<file path="config.mk">
export PLATFORM = sky130hd
export DESIGN_NAME = booth_seq_mult_ctrl
export DESIGN_NICKNAME = d
export VERILOG_FILES = /design/src/rtl/booth_pkg.sv /design/src/rtl/booth_r4_recode.sv /design/src/rtl/cla_ripple_12bit.sv /design/src/rtl/booth_seq_mult_ctrl.sv
export SDC_FILE = /design/constraint.sdc
export NUM_CORES = 1
export LEC_CHECK = 0
export BUFFER_PORTS_ARGS = -buffer_cell sky130_fd_sc_hd__clkbuf_2
export CORE_UTILIZATION = 35
export CTS_BUF_LIST = sky130_fd_sc_hd__clkbuf_8
export DETAILED_ROUTE_END_ITERATION = 7
export GPL_ROUTABILITY_DRIVEN = 0
export PLACE_DENSITY = 0.62
export SETUP_SLACK_MARGIN = 0.1
export SKIP_LAST_GASP = 1
export SYNTH_ARGS = -nofsm -noshare
export SYNTH_HDL_FRONTEND = slang
export SYNTH_HIERARCHICAL = 1
export SYNTH_SLANG_ARGS = --single-unit
</file>
<file path="constraint.sdc">
create_clock -name clk -period 9.7 [get_ports clk]
set_input_delay 0 -clock clk [delete_from_list [all_inputs] [get_ports clk]]
set_output_delay 0 -clock clk [all_outputs]
set_load 0.02 [all_outputs]
</file>
<file path="src/rtl/booth_pkg.sv">
// Shared definitions for the radix-4 Booth sequential multiplier controller.
//   OP_W   : operand width (8; bounded by the shared 12-bit adder)
//   ACC_W  : accumulator / adder width (12)
//   N_ITER : radix-4 digit count, (OP_W+2)/2
//   state_t: controller states
//   digit_t: recoded Booth digit, plus booth_digit() to decode a bit triplet
package booth_pkg;

  localparam int OP_W   = 8;
  localparam int ACC_W  = 12;
  localparam int N_ITER = (OP_W + 2) / 2;
  localparam int CNT_W  = 3;
  localparam int PROD_W = 2 * OP_W;

  typedef enum logic [1:0] {
    IDLE,
    RUN,
    DONE
  } state_t;

  typedef enum logic [2:0] {
    ZERO,
    POS1,
    POS2,
    NEG1,
    NEG2
  } digit_t;

  // Triplet order is {y[2i+1], y[2i], y[2i-1]}.
  function automatic digit_t booth_digit(input logic [2:0] trip);
    case (trip)
      3'b001, 3'b010: booth_digit = POS1;
      3'b011:         booth_digit = POS2;
      3'b100:         booth_digit = NEG2;
      3'b101, 3'b110: booth_digit = NEG1;
      default:        booth_digit = ZERO;
    endcase
  endfunction

endpackage

</file>
<file path="src/rtl/booth_r4_recode.sv">
// Radix-4 Booth recoder for one digit.
//   trip  : {y[2i+1], y[2i], y[2i-1]}
//   neg   : digit is negative (-X or -2X)
//   sel2x : digit magnitude is 2
//   zero  : digit is 0
module booth_r4_recode
  import booth_pkg::*;
(
  input  logic [2:0] trip,
  output logic       neg,
  output logic       sel2x,
  output logic       zero
);

  digit_t digit;

  assign digit = booth_digit(trip);
  assign neg   = (digit == NEG1) || (digit == NEG2);
  assign sel2x = (digit == POS2) || (digit == NEG2);
  assign zero  = (digit == ZERO);

endmodule

</file>
<file path="src/rtl/cla_ripple_12bit.sv">
// 12-bit adder/subtractor: three 4-bit carry-lookahead groups with the group
// carries rippled between them.
//   a, b : 12-bit operands
//   c0   : carry-in; 1 also inverts b, so the result is a - b
//   sum  : 12-bit result
//   c12  : carry-out
module cla_ripple_12bit (
  input  logic [11:0] a,
  input  logic [11:0] b,
  input  logic        c0,
  output logic [11:0] sum,
  output logic        c12
);

  // Returns {carry-out, carries into bits 3..0} for one lookahead group.
  function automatic logic [4:0] cla4(input logic [3:0] g, input logic [3:0] p,
                                      input logic cin);
    logic [4:0] c;
    c[0] = cin;
    c[1] = g[0] | (p[0] & cin);
    c[2] = g[1] | (p[1] & g[0]) | (p[1] & p[0] & cin);
    c[3] = g[2] | (p[2] & g[1]) | (p[2] & p[1] & g[0]) | (p[2] & p[1] & p[0] & cin);
    c[4] = g[3] | (p[3] & g[2]) | (p[3] & p[2] & g[1]) | (p[3] & p[2] & p[1] & g[0])
         | (&p & cin);
    return c;
  endfunction

  logic [11:0] bx;
  logic [11:0] g;
  logic [11:0] p;
  logic [4:0]  k0;
  logic [4:0]  k1;
  logic [4:0]  k2;

  assign bx  = b ^ {12{c0}};
  assign g   = a & bx;
  assign p   = a ^ bx;
  assign k0  = cla4(g[3:0],  p[3:0],  c0);
  assign k1  = cla4(g[7:4],  p[7:4],  k0[4]);
  assign k2  = cla4(g[11:8], p[11:8], k1[4]);
  assign sum = p ^ {k2[3:0], k1[3:0], k0[3:0]};
  assign c12 = k2[4];

endmodule

</file>
<file path="src/rtl/booth_seq_mult_ctrl.sv">
// Sequential radix-4 modified-Booth multiplier controller, 8x8 unsigned -> 16.
// One shared cla_ripple_12bit adder is used for 5 iterations, one digit each.
// Optional macro BOOTH_ZERO_SKIP_EN: a zero operand finishes in one cycle.
//   clk, rst_n     : clock (rising edge), asynchronous active-low reset
//   start          : request; accepted only while ready
//   mcand, mplier  : X and Y, captured on the accept edge
//   ready          : IDLE or DONE, start is accepted this cycle
//   busy           : RUN
//   done           : one-cycle pulse in DONE
//   product        : X*Y, held until the next accepted start completes
module booth_seq_mult_ctrl
  import booth_pkg::*;
(
  input  logic              clk,
  input  logic              rst_n,
  input  logic              start,
  input  logic [OP_W-1:0]   mcand,
  input  logic [OP_W-1:0]   mplier,
  output logic              ready,
  output logic              busy,
  output logic              done,
  output logic [PROD_W-1:0] product
);

  state_t                       state;
  state_t                       state_nxt;
  logic [OP_W-1:0]              x_q;
  logic [ACC_W-1:0]             acc_hi;
  logic [OP_W+1:0]              lo10;      // multiplier shifting out, product bits shifting in
  logic                         y_m1;      // y[2i-1] of the current digit
  logic [CNT_W-1:0]             cnt;
  logic [PROD_W-1:0]            product_q;

  logic                         accept;
  logic                         skip;
  logic                         last_iter;
  logic                         neg;
  logic                         sel2x;
  logic                         zero;
  logic [ACC_W-1:0]             add_b;
  logic [ACC_W-1:0]             add_sum;
  logic                         add_c12_unused;
  logic [ACC_W+OP_W+1:0]        shifted;

  assign ready     = (state != RUN);
  assign busy      = (state == RUN);
  assign done      = (state == DONE);
  assign product   = product_q;
  assign accept    = start && ready;
  assign last_iter = (cnt == CNT_W'(N_ITER - 1));

`ifdef BOOTH_ZERO_SKIP_EN
  assign skip = (mcand == '0) || (mplier == '0);
`else
  assign skip = 1'b0;
`endif

  booth_r4_recode u_recode (
    .trip  ({lo10[1:0], y_m1}),
    .neg   (neg),
    .sel2x (sel2x),
    .zero  (zero)
  );

  // |digit|*X, zero-extended; the sign is applied by the adder through c0.
  assign add_b = zero  ? '0
               : sel2x ? {{(ACC_W-OP_W-1){1'b0}}, x_q, 1'b0}
               :         {{(ACC_W-OP_W){1'b0}}, x_q};

  cla_ripple_12bit u_adder (
    .a   (acc_hi),
    .b   (add_b),
    .c0  (neg),
    .sum (add_sum),
    .c12 (add_c12_unused)
  );

  // Arithmetic shift by one radix-4 digit; the 12-bit wrap is intentional.
  assign shifted = $signed({add_sum, lo10}) >>> 2;

  // NOTE: state and datapath registers use non-blocking assignments so every
  // flop samples the pre-edge values of the others.
  always_ff @(posedge clk or negedge rst_n) begin
    if (!rst_n) state <= IDLE;
    else        state <= state_nxt;
  end

  // NOTE: state_nxt gets its default before the case, so no path leaves it
  // unassigned and no latch is inferred.
  always_comb begin
    state_nxt = state;
    case (state)
      IDLE, DONE: begin
        if (start) state_nxt = skip ? DONE : RUN;
        else       state_nxt = IDLE;
      end
      RUN:     if (last_iter) state_nxt = DONE;
      default: state_nxt = IDLE;
    endcase
  end

  always_ff @(posedge clk or negedge rst_n) begin
    if (!rst_n) begin
      x_q       <= '0;
      acc_hi    <= '0;
      lo10      <= '0;
      y_m1      <= 1'b0;
      cnt       <= '0;
      product_q <= '0;
    end else if (accept) begin
      x_q    <= mcand;
      lo10   <= {2'b00, mplier};
      y_m1   <= 1'b0;
      acc_hi <= '0;
      cnt    <= '0;
      if (skip) product_q <= '0;
    end else if (state == RUN) begin
      {acc_hi, lo10} <= shifted;
      y_m1           <= lo10[1];
      cnt            <= cnt + 1'b1;
      if (last_iter) product_q <= shifted[PROD_W-1:0];
    end
  end

endmodule

</file>
==> metrics.md <==
| Metric | Value |
|---|---|
| Run status | completed |
| Endpoints failing hold | 0 |
| Layout cell share with drive strength beyond 1 | 24.2% |
| Die height | 92.1 um |
| Ports placed on the boundary | 38 |
| Layout overhead on the synthesized area | 18.2% |
| Area of the die | 8490 um^2 |
| Critical path type | reg2reg |
| Number of instances resized during post-cts repair | 0 |
| Worst hold path stage count | 3 |
| Nature of the critical path startpoint | flip-flop |
| Combined area of the multi-input logic cells | approximately 1500 um^2 |
| Fin crit period | slightly below 4000 ps |
| GRT Overall Usage | 13.7% |
| Path type of the worst min-delay path | in2reg |
| TritonCTS clock tree | done |
| Pin count of the biggest net entering global routing | 51 |
| CTS Root Buffer Type | clkbuf_8 |
| Pre-CTS setup slack | 5850 ps |
| Total number of vias | 1990 |
| First-pass GRT wire length | about 9.2 mm |
| Worst Clk Skew | 3.99 ps |
| Num CTS Buffers | 5 |
| Top fanout value on the critical path | 9 |
| Number of buffers between clock root and the deepest sink | 2 |
| Final max-slew violation count | 0 |
| Worst-skew pair later-pin latency | 300 ps |
| First-pass DRT Iterations | 4 |
| Slew HR | 30.2% |
| Reg clk slew, reported paths | 90 ps |
| Setup slack on the worst flop-to-flop path | between 5000 and 6000 ps |
| Min setup slack post-route | slightly below 6000 ps |
| Die Wd | 92.1 um |
| Post-route ant nets | 0 |
| Initial antenna violation count | 0 |
| Critical Path AT | between 4000 and 5000 ps |
| Synthesis warning total | 6 |
| Remaining global-route overflow | 0 |
| Starting DRC count in detailed routing | slightly below 90 |
| Count of fill cells added during filler insertion | approximately 790 |
| Final setup violation count | 0 |
| Unrepaired setup endpoints after global routing | no |
| Type of destination of the critical path | flip-flop |
| Post-synthesis cell area | 2840 um^2 |
| Post-Route WL | ~5.3 mm |
| CTS sink cnt | 50 |
| H-tree depth | 2 |
| Worst EP required | 9890 ps |
| Syn_area_per_cell | 10.6 um^2 |
| Dpl hpwl | 3.82 mm |
| Summed negative setup slack over all endpoints | 0 ps |
| Detailed-route vias per instance | roughly 4.7 |
| Worst reg2reg path endpoint | product[13] |
| Max-cap violation count | 0 |
| Endpoint of the worst hold path | lo10[0] |
| Highest Clock Rate | between 200 and 300 MHz |
| Register cell area after layout | roughly 1300 um^2 |
| Path depth of the worst reg2reg path | 11 |
| Total Nets Final | 353 |
| Number of standard-cell rows in the floorplan | 32 |
| Hold_ws | 3.13 ps |
| Post-route DRC violation count | 0 |
| Antenna diode count | 0 |
| Number of port buffers | 37 |
| Actual transition at the worst max-transition pin | about 1000 ps |
| Synthesized netlist cell count | approximately 270 |
| Area inside the core boundary | 7810 um^2 |
| Starting density of the core | 36.4% |
| Via count of the first global-routing pass | 1981 |
| Final worst-path cycle share | 40.0% |
| Worst min-delay path startpoint | mplier[0] |
| Launching point of the worst reg2reg path | y_m1 |
| Routed length per placed instance | between 10 and 15 um |
| Post-CTS repair timing setup buffer count | 0 |
## routing by layer
metal	global-route usage [%]	part of all wire [%]	up-vias
li1	-	-	1009
met4	4.04	1.2	0
met2	23.1	49	24
met3	2.65	2.5	6
met5	0	0	-
met1	17.6	48	951
## cell usage in the layout, fill, tap and decap left out, types with 12 or more instances in the layout
master,n
mux2i_1,17
dfrtp_1,50
ha_1,14
dlygate4sd3_1,15
nand2_1,43
o21ai_0,23
nor2_1,12
mux2_2,15
clkbuf_2,37
xor2_1,15
## state kept, by name, summed over array words and instances (netlist names)
| signal | cells |
|---|---|
| acc_hi | 10 |
| cnt | 3 |
| lo10 | 10 |
| product | 16 |
| state | 2 |
| x_q | 8 |
| y_m1 | 1 |
## what timing repair did
| item | in CTS | in global routing |
|---|---|---|
| endpoints found under the setup margin | 0 | 0 |
| hold buffers | 15 | 0 |
| hold endpoints to repair | 64 | 0 |
## worst max path at each step
stage | endpoint | from | depth (start not counted) | slack (ps)
floorplan | product[13] | y_m1 | 12 | 6550
global placement | product[13] | y_m1 | 11 | 5930
detailed placement | product[13] | lo10[0] | 11 | 5850
CTS | product[13] | y_m1 | 11 | 5830
global route | acc_hi[7] | lo10[0] | 14 | 5540
finish | product[13] | y_m1 | 11 | 5820
## final cells by class
type	count	area share, %
sequential	50	37.2
multi-input combinational	198	44.4
timing repair buffer	53	10.2
clock inverter	2	1.15
inverter	10	1.15
tap	102	3.80
clock buffer	5	2.05
## through the flow
stage          utilization [%]  area [um^2]  std cells
2_1_floorplan                -         2850        270
4_1_cts                   43.0         3360        420
6_report                  43.0         3360        420
3_5_place_dp              39.7         3100        398
3_3_place_gp              39.7         3100        398
5_1_grt                   43.0         3360        420
## worst max-delay path, stage by stage (launching register included)
cell	delay, ps
dfrtp_1	410
or2_1	250
mux2i_1	800
nor3b_1	210
xor2_1	200
ha_1	350
a211o_1	360
a21oi_2	210
o21bai_1	110
fa_1	410
xor2_1	180
mux2_4	270
Power is not shown: default switching activity piles up to over one toggle a cycle in this logic, so the estimate is an artifact.
